**config.mk**
```make
export PLATFORM = sky130hd
export DESIGN_NAME = rf_mp_flat
export DESIGN_NICKNAME = d
export VERILOG_FILES = /design/src/rtl/rf_mp_if.sv /design/src/rtl/rf_mp.sv /design/src/flat_wrapper.sv
export SDC_FILE = /design/constraint.sdc
export NUM_CORES = 2
export LEC_CHECK = 0
export CAP_MARGIN = 20
export CORE_MARGIN = 5
export CORE_UTILIZATION = 45
export CTS_BUF_LIST = sky130_fd_sc_hd__clkbuf_2 sky130_fd_sc_hd__clkbuf_4 sky130_fd_sc_hd__clkbuf_8
export DETAILED_ROUTE_END_ITERATION = 10
export REMOVE_ABC_BUFFERS = 1
export SLEW_MARGIN = 20
export SYNTH_ARGS = -nofsm -noshare
export SYNTH_HDL_FRONTEND = slang
export SYNTH_SLANG_ARGS = --single-unit
```
**constraint.sdc**
```tcl
create_clock -name clk -period 3.6 [get_ports clk]
set_clock_uncertainty 0.1 [all_clocks]
set_input_delay 0.54 -clock clk [delete_from_list [all_inputs] [get_ports clk]]
set_output_delay 0.54 -clock clk [all_outputs]
set_load 0.03 [all_outputs]
```
**src/rtl/rf_mp_if.sv**
```systemverilog
// Datapath-side bundle of the multi-port register file: two write ports,
// packed read ports, the clear request and the status flags.
interface rf_mp_if #(
  parameter int DW  = 32,
  parameter int AW  = 5,
  parameter int NRD = 2
);
  logic              we0;
  logic [AW-1:0]     wa0;
  logic [DW-1:0]     wd0;
  logic              we1;
  logic [AW-1:0]     wa1;
  logic [DW-1:0]     wd1;
  logic [NRD*AW-1:0] ra;
  logic [NRD*DW-1:0] rd;
  logic              clr_req;
  logic              busy;
  logic              wr_drop;

  modport master (
    output we0, wa0, wd0, we1, wa1, wd1, ra, clr_req,
    input  rd, busy, wr_drop
  );

  modport slave (
    input  we0, wa0, wd0, we1, wa1, wd1, ra, clr_req,
    output rd, busy, wr_drop
  );
endinterface

```
**src/rtl/rf_mp.sv**
```systemverilog
// Multi-port register file: two write ports, NRD combinational read ports,
// optional zero register and write bypass, plus a clear sweep after reset/request.
module rf_mp #(
  parameter int DW       = 32,
  parameter int AW       = 5,
  parameter int DEPTH    = 32,
  parameter int NRD      = 2,
  parameter int ZERO_REG = 1,
  parameter int BYPASS   = 1
) (
  input logic   clk,
  input logic   rst_n,
  rf_mp_if.slave rf
);

  localparam int CW = (DEPTH > 1) ? $clog2(DEPTH) : 1;
  localparam logic [AW:0]   DEPTH_V  = (AW + 1)'(DEPTH);
  localparam logic [CW-1:0] LAST_IDX = CW'(DEPTH - 1);

  typedef enum logic [0:0] {
    ST_IDLE  = 1'b0,
    ST_CLEAR = 1'b1
  } state_t;

  state_t              state_r;
  logic [CW-1:0]       clr_idx_r;
  logic                busy_r;
  logic                wr_drop_r;
  logic [DW-1:0]       mem_r [DEPTH];
  logic                wr_ok_s;
  logic                w0_valid_s;
  logic                w1_valid_s;
  logic                drop_s;
  logic [NRD*DW-1:0]   rd_s;

  function automatic logic in_range(input logic [AW-1:0] a);
    return ({1'b0, a} < DEPTH_V);
  endfunction

  function automatic logic is_zero(input logic [AW-1:0] a);
    return (ZERO_REG != 0) && (a == '0);
  endfunction

  function automatic logic [CW-1:0] to_idx(input logic [AW-1:0] a);
    return a[CW-1:0];
  endfunction

  // Write qualification; the cycle a clear is requested already counts as clearing.
  always_comb begin
    wr_ok_s    = (state_r == ST_IDLE) && !rf.clr_req;
    w0_valid_s = rf.we0 && wr_ok_s && in_range(rf.wa0) && !is_zero(rf.wa0);
    w1_valid_s = rf.we1 && wr_ok_s && in_range(rf.wa1) && !is_zero(rf.wa1);
    drop_s     = (rf.we0 && (!wr_ok_s || !in_range(rf.wa0))) ||
                 (rf.we1 && (!wr_ok_s || !in_range(rf.wa1)));
  end

  // Clear sequencer and registered status flags.
  always_ff @(posedge clk or negedge rst_n) begin
    if (!rst_n) begin
      state_r   <= ST_CLEAR;
      clr_idx_r <= '0;
      busy_r    <= 1'b1;
      wr_drop_r <= 1'b0;
    end else begin
      wr_drop_r <= drop_s;
      case (state_r)
        ST_IDLE: begin
          if (rf.clr_req) begin
            state_r   <= ST_CLEAR;
            clr_idx_r <= '0;
            busy_r    <= 1'b1;
          end else begin
            busy_r    <= 1'b0;
          end
        end
        ST_CLEAR: begin
          if (clr_idx_r == LAST_IDX) begin
            state_r   <= ST_IDLE;
            clr_idx_r <= '0;
            busy_r    <= 1'b0;
          end else begin
            clr_idx_r <= clr_idx_r + CW'(1);
          end
        end
        default: begin
          state_r   <= ST_CLEAR;
          clr_idx_r <= '0;
          busy_r    <= 1'b1;
        end
      endcase
    end
  end

  // Storage array; no reset, contents come from the sweep. Port 1 is written last so it wins.
  always_ff @(posedge clk) begin
    if (state_r == ST_CLEAR) begin
      mem_r[clr_idx_r] <= '0;
    end else begin
      if (w0_valid_s) begin
        mem_r[to_idx(rf.wa0)] <= rf.wd0;
      end
      if (w1_valid_s) begin
        mem_r[to_idx(rf.wa1)] <= rf.wd1;
      end
    end
  end

  function automatic logic [DW-1:0] read_port(input logic [AW-1:0] a);
    logic [DW-1:0] v;
    if (busy_r) begin
      v = '0;
    end else if (is_zero(a)) begin
      v = '0;
    end else if (!in_range(a)) begin
      v = '0;
    end else if ((BYPASS != 0) && w1_valid_s && (rf.wa1 == a)) begin
      v = rf.wd1;
    end else if ((BYPASS != 0) && w0_valid_s && (rf.wa0 == a)) begin
      v = rf.wd0;
    end else begin
      v = mem_r[to_idx(a)];
    end
    return v;
  endfunction

  // Zero-latency read ports.
  always_comb begin
    rd_s = '0;
    for (int k = 0; k < NRD; k++) begin
      rd_s[k*DW +: DW] = read_port(rf.ra[k*AW +: AW]);
    end
  end

  assign rf.rd      = rd_s;
  assign rf.busy    = busy_r;
  assign rf.wr_drop = wr_drop_r;

endmodule

```
**src/flat_wrapper.sv**
```systemverilog
// flat-port wrapper written by rule: the top's interface ports become plain ports
module rf_mp_flat 
#(
  parameter int DW       = 32,
  parameter int AW       = 5,
  parameter int DEPTH    = 32,
  parameter int NRD      = 2,
  parameter int ZERO_REG = 1,
  parameter int BYPASS   = 1
)
  (clk, rst_n, rf_we0, rf_wa0, rf_wd0, rf_we1, rf_wa1, rf_wd1, rf_ra, rf_clr_req, rf_rd, rf_busy, rf_wr_drop);
  rf_mp_if #(.DW(DW), .AW(AW), .NRD(NRD)) rf_i ();
  input logic clk;
  input logic rst_n;
  input wire logic [$bits(rf_i.we0)-1:0] rf_we0;
  input wire logic [$bits(rf_i.wa0)-1:0] rf_wa0;
  input wire logic [$bits(rf_i.wd0)-1:0] rf_wd0;
  input wire logic [$bits(rf_i.we1)-1:0] rf_we1;
  input wire logic [$bits(rf_i.wa1)-1:0] rf_wa1;
  input wire logic [$bits(rf_i.wd1)-1:0] rf_wd1;
  input wire logic [$bits(rf_i.ra)-1:0] rf_ra;
  input wire logic [$bits(rf_i.clr_req)-1:0] rf_clr_req;
  output wire logic [$bits(rf_i.rd)-1:0] rf_rd;
  output wire logic [$bits(rf_i.busy)-1:0] rf_busy;
  output wire logic [$bits(rf_i.wr_drop)-1:0] rf_wr_drop;
  assign rf_i.we0 = rf_we0;
  assign rf_i.wa0 = rf_wa0;
  assign rf_i.wd0 = rf_wd0;
  assign rf_i.we1 = rf_we1;
  assign rf_i.wa1 = rf_wa1;
  assign rf_i.wd1 = rf_wd1;
  assign rf_i.ra = rf_ra;
  assign rf_i.clr_req = rf_clr_req;
  assign rf_rd = rf_i.rd;
  assign rf_busy = rf_i.busy;
  assign rf_wr_drop = rf_i.wr_drop;
  rf_mp #(.DW(DW), .AW(AW), .DEPTH(DEPTH), .NRD(NRD), .ZERO_REG(ZERO_REG), .BYPASS(BYPASS)) u_core (.clk(clk), .rst_n(rst_n), .rf(rf_i));
endmodule
```
==> summary.txt <==
Layout
  • Share of post-route cells with drive strength above 1: 0.2387
  • Fill cell count: 11330
  • Final nets: 6291
  • Commonest non-fill, non-tap cell in the layout: nand2_1
  • Area growth, synth to finish: 24.06%
  • Most frequent cells in the layout: 1115 x nand2_1, 1024 x edfxtp_1, 981 x o21ai_0, 768 x mux2i_1, 380 x buf_4
  • Final non-filler cell total: 8126

Drt
  • Final WL: 272400 um
  • Routed Antenna Nets: 0
  • WL per Instance: 33.52 um
  • Vias/cell: 6.681
  • Initial DRT Pass Iterations: 6
  • Via count: 54290
  • Residual DRC: 0
  • DRT iter0 DRCs: 8365

Place
  • DP HPWL: 169000 um
  • Number of I/O port buffers: 154
  • Pre-CTS setup slack: -0.9209 ns
  • Inst Count DP: 7715
  • RD Place Congestion: 0.9726

Global route
  • Largest net degree at the start of global routing: 81
  • First-pass GRT wire length: 373200 um
  • Layer with the highest usage: met2
  • GRT Overall Usage: 0.3658
  • Global-route met1 utilization: 0.4802
  • M2 GR Usage: 0.5378
  • Initial antenna violation count: 4
  • Vias in the first global route: 51030
  • M3 GR Usage: 0.1193
  • Grt ovf: 0

Logic synthesis
  • Seq/Total Area, Yosys: 0.5054
  • Synth warnings: 0
  • Post-Syn Area: 61240 um2
  • Netlist cell types: 64
  • Mux contribution to synthesized area: 0.1719
  • Post-Synth XOR/XNOR Area: 0.003003
  • Syn Inst Count: 5939
  • Area contributors post-synth: edfxtp_1 50%, mux2i_1 13%, o21ai_0 8.0%
  • Post-synth EDFFs: 1024
  • Syn avg cell area: 10.31 um2
  • Synth top area share: 0.5021
  • Largest family of logic cells by synthesized area: multiplexers
  • Simple-Gate Fraction of Synth Area: 0.1074
  • Top FF cell, synth: edfxtp_1
  • Adder-cell area share of the yosys netlist: 0.0004086
  • Synth Area in Compound Gates: 0.1583
  • Post-synth top area cell: edfxtp_1
  • Flops & latches, synth: 1032
  • Post-synthesis async set-or-reset flop share: 0.007752

Setup path
  • Worst path slowest cell: o31ai_4
  • Crit path DAT: 3.30 ns
  • Crit Path Class: primary input to output pin
  • CP Capture Type: output pin
  • Critical path buffers and inverters: 5
  • Crit path max fanout: 31
  • R2R setup slack: 0.67 ns
  • Crit Reg-Reg Endpoint: u_core.mem_r[19][28]$_DFFE_PP_
  • CP peak stage delay: 0.53 ns
  • Setup crit start: rf_wa1[2]
  • Crit-path leading delay family: buffers and inverters
  • Critical R2R Launch: u_core.state_r$_DFF_PN1_
  • Worst setup SP type: primary input
  • Worst-path cell chain: clkdlybuf4s50_1 -> buf_4 -> xnor2_1 -> nand3_2 -> o31ai_4 -> buf_12 -> or4_4 -> o211ai_1 -> buf_4 -> buf_12
  • Worst Path Required: 2.96 ns
  • WP depth: 10
  • Setup crit end: rf_rd[62]
  • Cells on worst reg2reg path: 6

STA
  • Final setup violation count: 63
  • Final worst-path setup slack: -0.3365 ns
  • Worst-Margin Slew: 0.9300 ns
  • Fmax: 0.2540 GHz
  • Period utilisation layout: 1.093
  • Setup TNS Final: -10.93 ns
  • Final hold vios: 0
  • Final hold slack: 0.08964 ns
  • Final Max Slew Viols: 0
  • Unrepaired setup endpoints after global routing: yes
  • Worst rel slew slack: 0.3800
  • Min Tclk post-route: 3.937 ns

Min path
  • Worst Hold Class: primary input to flop

Clock network
  • CTS root buffer: clkbuf_8
  • Clock Tree Buf Depth: 3
  • Clock-pin slew on the worst setup and hold paths: 0.07 ns
  • Num CTS Buffers: 180
  • Skew-Pair Late Insertion Delay: 0.95 ns
  • Clk sink count: 1032
  • CTS H-tree lvls: 4
  • CTS tree: done

Floorplanning
  • # rows: 135
  • Die ar.: 143600 um2
  • Starting Density: 0.4526
  • Core area: 135300 um2
  • I/O pin cnt: 155
  • Die X: 378.9 um
  • DIE HEIGHT: 378.9 um

Outcome
  • Outcome: finished with violations
  • Failing checks: negative setup slack

Run
  • Max-cap violations: 0

Power
  • Leak: 0.02767 uW
  • PD cells: 474.0 nW/um2
  • Worst vdd ir: 0.0004178 V
## synthesized netlist by cell type (8+ instances only)
cell type  count
mux2_2       252
inv_1         36
or4_1         32
buf_2        184
o21ai_0      984
and4_1        31
o22ai_1      151
buf_1         13
buf_4         42
clkbuf_2      38
nand4_1       67
nor4_1        39
nand2_1     1142
clkbuf_1     446
a22oi_1      377
o21ai_1       47
nor2_1        26
a31oi_1       30
nor4b_1       36
xnor2_1       18
o2bb2ai_1      8
a211oi_1       8
o211ai_1      32
nor4bb_1       9
mux2i_1      768
edfxtp_1    1024
## repair_timing
action,CTS,global route
endpoints found under the hold margin,6,0
pin swaps,62,62
hold buffers,1,0
gates cloned,7,5
setup buffers,61,21
gates resized for setup,190,187
endpoints found under the setup margin,64,64
## final cells by class
cell class	count	area (um2)	share of cell area
sequential	1032	30950	0.4074
multi-input combinational	4148	29080	0.3827
timing repair buffer	802	10070	0.1326
clock buffer	241	2954	0.03888
tap	1781	2228	0.02933
clock inverter	83	548.0	0.007213
inverter	36	135.1	0.001779
antenna	3	7.507	0.00009881
## stage by stage
step             util  instance area (um2)  total power, uW
2_1_floorplan       -                58090            18850
5_1_grt        0.5615                75970            36820
3_3_place_gp   0.5161                69820            24130
4_1_cts        0.5548                75060            35580
3_5_place_dp   0.5161                69820            24210
6_report       0.5615                75980            36020
## how the worst min path moves through the flow
stage                                    start  cells after the start                              end
4_1_cts                                 rf_we0                      3      u_core.rf.wr_drop$_DFF_PN0_
5_1_grt                                 rf_we0                      3      u_core.rf.wr_drop$_DFF_PN0_
3_5_place_dp   u_core.clr_idx_r[0]$_DFFE_PN0P_                      2  u_core.clr_idx_r[0]$_DFFE_PN0P_
6_report                                rf_we0                      3      u_core.rf.wr_drop$_DFF_PN0_
2_1_floorplan                            rst_n                      0  u_core.clr_idx_r[0]$_DFFE_PN0P_
3_3_place_gp   u_core.clr_idx_r[0]$_DFFE_PN0P_                      2  u_core.clr_idx_r[0]$_DFFE_PN0P_
## sequential cells by signal (all words and copies together) (netlist names)
register / flops
u_core.rf.wr_drop: 1
u_core.mem_r: 1024
u_core.clr_idx_r: 5
u_core.rf.busy: 1
u_core.state_r: 1
## cells by family (layout without fill, tap and decap cells)
kind of cell / after synthesis / count (layout)
buffers and inverters: 759 / 1162
AO/OA/AOI/OAI: 1661 / 1661
multiplexers: 1020 / 1020
flip-flops: 1032 / 1032
adder cells (fa/ha/maj): 2 / 2
other: 0 / 3
AND/OR/NAND/NOR: 1444 / 1444
XOR/XNOR: 21 / 21
## metal layers
layer / part of all wire / vias up
met1: 0.37 / 26170
met2: 0.42 / 4453
met3: 0.15 / 948
met5: 0.00012 / -
met4: 0.065 / 4
li1: - / 22710
## tightest hold or removal path: cells and delay by family
kind | cells | cell delay (ns)
buffers and inverters | 1 | 0.43
AND/OR/NAND/NOR | 2 | 0.13
## report_power, final
part	internal [uW]	switching, uW
logic	3770	5970
clock network	5700	5280
registers	14700	591
total	24200	11800
(Power assumes the default switching activity.)
